**src/rtl/port_uart_tx.sv**
```systemverilog
// port_uart_tx: word FIFO feeding an 8N1 UART serializer, four bytes per word, LSB byte first.
module port_uart_tx #(
  parameter int CLKS_PER_BIT = 16,
  parameter int FIFO_DEPTH   = 4
) (
  input  logic                          clk,
  input  logic                          reset,
  input  logic                          WrEn,
  input  logic [31:0]                   WrData,
  output logic                          Full,
  output logic                          Empty,
  output logic [$clog2(FIFO_DEPTH):0]   Count,
  output logic                          TxBusy,
  output logic                          Tx,
  output logic                          Overflow
);
  localparam int AW = $clog2(FIFO_DEPTH);
  localparam logic [1:0] IDLE  = 2'd0;
  localparam logic [1:0] START = 2'd1;
  localparam logic [1:0] DATA  = 2'd2;
  localparam logic [1:0] STOP  = 2'd3;
  localparam logic [AW:0] DEPTH = (AW+1)'(FIFO_DEPTH);
  localparam logic [AW:0] ONE   = (AW+1)'(1);
  localparam logic [15:0] LAST  = 16'(CLKS_PER_BIT - 1);

  logic [31:0]   mem_q [FIFO_DEPTH];
  logic [AW-1:0] wr_ptr_q, rd_ptr_q;
  logic [AW:0]   count_q, count_d;
  logic          full_q, empty_q, overflow_q;
  logic [1:0]    state_q, state_d;
  logic [15:0]   timer_q, timer_d;
  logic [2:0]    bit_q, bit_d;
  logic [1:0]    byte_q, byte_d;
  logic [31:0]   shift_q, shift_d;
  logic          tx_q, tx_d;
  logic          pop, push, bit_end;

  assign pop     = (state_q == IDLE) && !empty_q;
  assign push    = WrEn && (!full_q || pop);
  assign bit_end = timer_q == LAST;
  assign count_d = (push && !pop) ? count_q + ONE : (pop && !push) ? count_q - ONE : count_q;

  always_comb begin
    state_d = state_q;
    timer_d = (state_q == IDLE || bit_end) ? 16'd0 : timer_q + 16'd1;
    bit_d   = bit_q;
    byte_d  = byte_q;
    shift_d = shift_q;
    tx_d    = tx_q;
    if (state_q == IDLE) begin
      if (pop) begin
        state_d = START;
        shift_d = mem_q[rd_ptr_q];
        byte_d  = 2'd0;
        tx_d    = 1'b0;
      end
    end else if (bit_end) begin
      case (state_q)
        START: begin
          state_d = DATA;
          bit_d   = 3'd0;
          tx_d    = shift_q[0];
        end
        DATA: begin
          state_d = (bit_q == 3'd7) ? STOP : DATA;
          bit_d   = bit_q + 3'd1;
          tx_d    = (bit_q == 3'd7) ? 1'b1 : shift_q[bit_q + 3'd1];
        end
        default: begin
          state_d = (byte_q == 2'd3) ? IDLE : START;
          byte_d  = (byte_q == 2'd3) ? byte_q : byte_q + 2'd1;
          shift_d = (byte_q == 2'd3) ? shift_q : shift_q >> 8;
          tx_d    = byte_q == 2'd3;
        end
      endcase
    end
  end

  always_ff @(posedge clk or posedge reset) begin
    if (reset) begin
      wr_ptr_q   <= '0;
      rd_ptr_q   <= '0;
      count_q    <= '0;
      full_q     <= 1'b0;
      empty_q    <= 1'b1;
      overflow_q <= 1'b0;
      state_q    <= IDLE;
      timer_q    <= '0;
      bit_q      <= '0;
      byte_q     <= '0;
      shift_q    <= '0;
      tx_q       <= 1'b1;
    end else begin
      wr_ptr_q   <= push ? wr_ptr_q + AW'(1) : wr_ptr_q;
      rd_ptr_q   <= pop ? rd_ptr_q + AW'(1) : rd_ptr_q;
      count_q    <= count_d;
      full_q     <= count_d == DEPTH;
      empty_q    <= count_d == '0;
      overflow_q <= overflow_q | (WrEn && !push);
      state_q    <= state_d;
      timer_q    <= timer_d;
      bit_q      <= bit_d;
      byte_q     <= byte_d;
      shift_q    <= shift_d;
      tx_q       <= tx_d;
    end
  end

  // Storage needs no reset: occupancy is tracked by the pointers and count.
  always_ff @(posedge clk) begin
    if (push && !reset) mem_q[wr_ptr_q] <= WrData;
  end

  assign Full     = full_q;
  assign Empty    = empty_q;
  assign Count    = count_q;
  assign TxBusy   = state_q != IDLE;
  assign Tx       = tx_q;
  assign Overflow = overflow_q;
endmodule

```
**config.mk**
```make
export PLATFORM = sky130hd
export DESIGN_NAME = port_uart_tx
export DESIGN_NICKNAME = d
export VERILOG_FILES = /design/src/rtl/port_uart_tx.sv
export SDC_FILE = /design/constraint.sdc
export NUM_CORES = 1
export LEC_CHECK = 0
export BUFFER_PORTS_ARGS = -buffer_cell sky130_fd_sc_hd__buf_2
export CAP_MARGIN = 40
export CORE_UTILIZATION = 40
export CTS_BUF_LIST = sky130_fd_sc_hd__clkbuf_16
export DETAILED_ROUTE_END_ITERATION = 6
export GPL_TIMING_DRIVEN = 0
export RECOVER_POWER = 100
export SLEW_MARGIN = 20
export SYNTH_ARGS = -nofsm -noshare
export SYNTH_HDL_FRONTEND = slang
export SYNTH_SLANG_ARGS = --single-unit
```
**constraint.sdc**
```tcl
create_clock -name clk -period 2.8 [get_ports clk]
set_input_delay 0.28 -clock clk [delete_from_list [all_inputs] [get_ports clk]]
set_output_delay 0.28 -clock clk [all_outputs]
set_load 0.01 [all_outputs]
```
==> results.cfg <==
[final_layout]
drive_gt1_frac = 0.2011
fillers = 1747
post-route-util = 0.4696
syn_to_final_growth_pct = 13.53
diodes = 0
nets = 602
multi_input_area_mm2 = 0.002415
register_area_mm2 = 0.005498

[floorplanning]
rows = 51
fp.dieH_um = 145.0
io_pins = 43
die-area_mm2 = 0.02103
die_x_um = 145.0
core_mm2 = 0.01978
initial_utilization = 0.4137

[cts]
clk_pin_slew_ns = 0.08
post_cts_buffers = 0
clockBufferDepth = 2
ctsRootBufferMaster = clkbuf_16
htreeDepth = 4
clk_latency_ns = 0.43
cts_buffers = 17
cts_num_sinks = 194
cts_tree = built

[synthesis]
synthTopCellsByArea = edfxtp_1 (47%), dfrtp_1 (20%), mux4_2 (9.4%), mux2i_1 (3.7%), a22oi_2 (2.9%)
synth_common_cells = edfxtp_1 (128), dfrtp_1 (64), nor2_1 (48)
yosysSeqAreaShare = 0.6719
synth_fp_nets = 535
ys_seq_elements = 194
syn-cell-area_mm2 = 0.008183
yosys.cell_types.count = 50
synth.top_cell.area_share = 0.4697
yosysWarnings = 0
yosysTopAreaCell = edfxtp_1
async_flop_share = 0.3402
syn_inst = 487
yosysMostFrequentCell = edfxtp_1
syn_area_per_cell_um2 = 16.80
synth_edf_count = 128
synth_top_flop_cell = edfxtp_1

[sta]
hold_violations = 0
setup_viol = 0
slew_headroom = 0.1897
fin_crit_ns = 2.480
holdWs_ns = 0.09868
rsz0062_at_grt = false
slew_violations = 0
max_freq_ghz = 0.4032
fin_skew_ns = 0.01373
worst_pin_slew_ns = 1.215
fin_crit_sh = 0.8859

[placed_design]
dp_hpwl_um = 10010
routabilityCongestion = 0.7821
io_buffers = 42

[power]
clkPwrFrac = 0.379
netSwitchingPower_mw = 1.595
p_int_mw = 4.736
powerDensity_mw_per_mm2 = 681.4
ir_drop_uv = 422.2
combPwrFrac = 0.083
power_frac_seq = 0.538
p_leak_nw = 3.274
p_sw_frac = 0.2519

[critical_path]
cp.arrival_ns = 2.78
crit_type = flip-flop to flip-flop
critPathRequiredTime_ns = 3.10
worstSetupEndpointType = flip-flop
startpoint_type = flip-flop
cp_max_fo = 10

[routing]
vias_per_cell = 5.180
drc = 0
drt_iter0_drc = 287
dr.pass1.iters = 4
via_count = 4310
ant_nets = 0
wl_um = 14910
wl_per_cell_um = 17.92

[min_path]
hold_class = primary input to flip-flop

[global_routing]
grt_start_max_net_pins = 48
grt_first_pass_wirelength_um = 24810
grt_usage = 0.1544
grt_pass1_vias = 4694
antenna_found_initial = 0
grt.overflow.total = 0

[run_status]
status = finished clean

[run]
cap_violations = 0
-- power groups by stage --
stage	clock, mW	sequential, mW	combinational, mW
2_1_floorplan	0	3.46	0.310
3_3_place_gp	0	3.47	0.484
3_5_place_dp	0	3.47	0.557
4_1_cts	2.46	3.41	0.561
5_1_grt	2.58	3.43	0.587
6_report	2.40	3.41	0.524
-- kinds of logic after synthesis --
family,after synthesis,share of synthesized area
XOR/XNOR,18,0.01927
buffers and inverters,40,0.02401
adder cells (fa/ha/maj),13,0.01988
flip-flops,194,0.6719
multiplexers,67,0.1344
AO/OA/AOI/OAI,48,0.05841
AND/OR/NAND/NOR,107,0.07217
-- flip-flops by register name (all words and copies together) (netlist names) --
| name | count |
|---|---|
| Count | 3 |
| Empty | 1 |
| Full | 1 |
| Overflow | 1 |
| Tx | 1 |
| bit_q | 3 |
| byte_q | 2 |
| mem_q | 128 |
| rd_ptr_q | 2 |
| shift_q | 32 |
| state_q | 2 |
| timer_q | 16 |
| wr_ptr_q | 2 |
-- critical path, stage by stage, from the launching register on --
cell and delay, ns:
dfrtp_1 0.35, inv_1 0.07, ha_1 0.24, and4b_1 0.32, nand4_1 0.29, o31ai_2 0.60
clkbuf_2 0.37, a22oi_1 0.11
-- per-stage QoR --
stage,power (mW),TNS [ns],std cells,area [um^2],worst slack (ns)
after global routing,6.599,0,832,9290,0.07913
after detailed placement,4.026,0,799,8840,0.2562
final,6.331,0,832,9290,0.3196
after global placement,3.951,-74.76,794,8725,-0.5928
after CTS,6.425,0,832,9457,0.2430
after floorplan,3.773,0,487,8183,0.2740
-- what timing repair did --
action / CTS / global route
gates resized for setup: 0 / 2
hold buffers: 1 / 0
endpoints found under the hold margin: 18 / 0
endpoints found under the setup margin: 0 / 64
-- path summary, 6_finish.rpt --
check	to	from	cells past startpoint	slack, ns
max	shift_q[9]	state_q[0]	7	0.32
min	mem_q[1][28]	WrData[28]	1	0.1
max reg2reg	shift_q[9]	state_q[0]	7	0.32
min reg2reg	Overflow	Overflow	1	0.47
max in group asynchronous	shift_q[9]	reset	4	0.65
min in group asynchronous	timer_q[15]	reset	3	0.53
-- layer usage --
| layer | global-route usage | share of wire | up-vias |
|---|---|---|---|
| met5 | 0 | 0 | - |
| met1 | 0.1925 | 0.44 | 2238 |
| li1 | - | - | 2003 |
| met4 | 0.04468 | 0.0080 | 0 |
| met3 | 0.03711 | 0.027 | 9 |
| met2 | 0.2659 | 0.52 | 60 |
-- cell usage in the layout (no fill, tap or decap), types with 6 or more instances in the layout --
master,synthesis,layout
a22o_1,8,8
a22oi_1,5,13
a22oi_2,19,11
buf_2,7,8
clkbuf_1,11,51
clkbuf_16,0,17
clkinv_8,0,6
dfrtp_1,64,64
edfxtp_1,128,128
ha_1,13,13
inv_1,16,15
mux2i_1,30,30
mux4_2,34,34
nand2_1,14,14
nand3_1,7,7
nor2_1,48,48
nor3_1,8,8
xnor2_1,17,17
-- area by class of cell --
type,instances,area share
timing repair buffer,48,0.02667
inverter,16,0.006599
sequential,194,0.5918
tap,265,0.03569
buffer,24,0.01401
clock buffer,17,0.04579
multi-input combinational,253,0.2599
clock inverter,15,0.01953
Power figures use the tool's default switching activity.
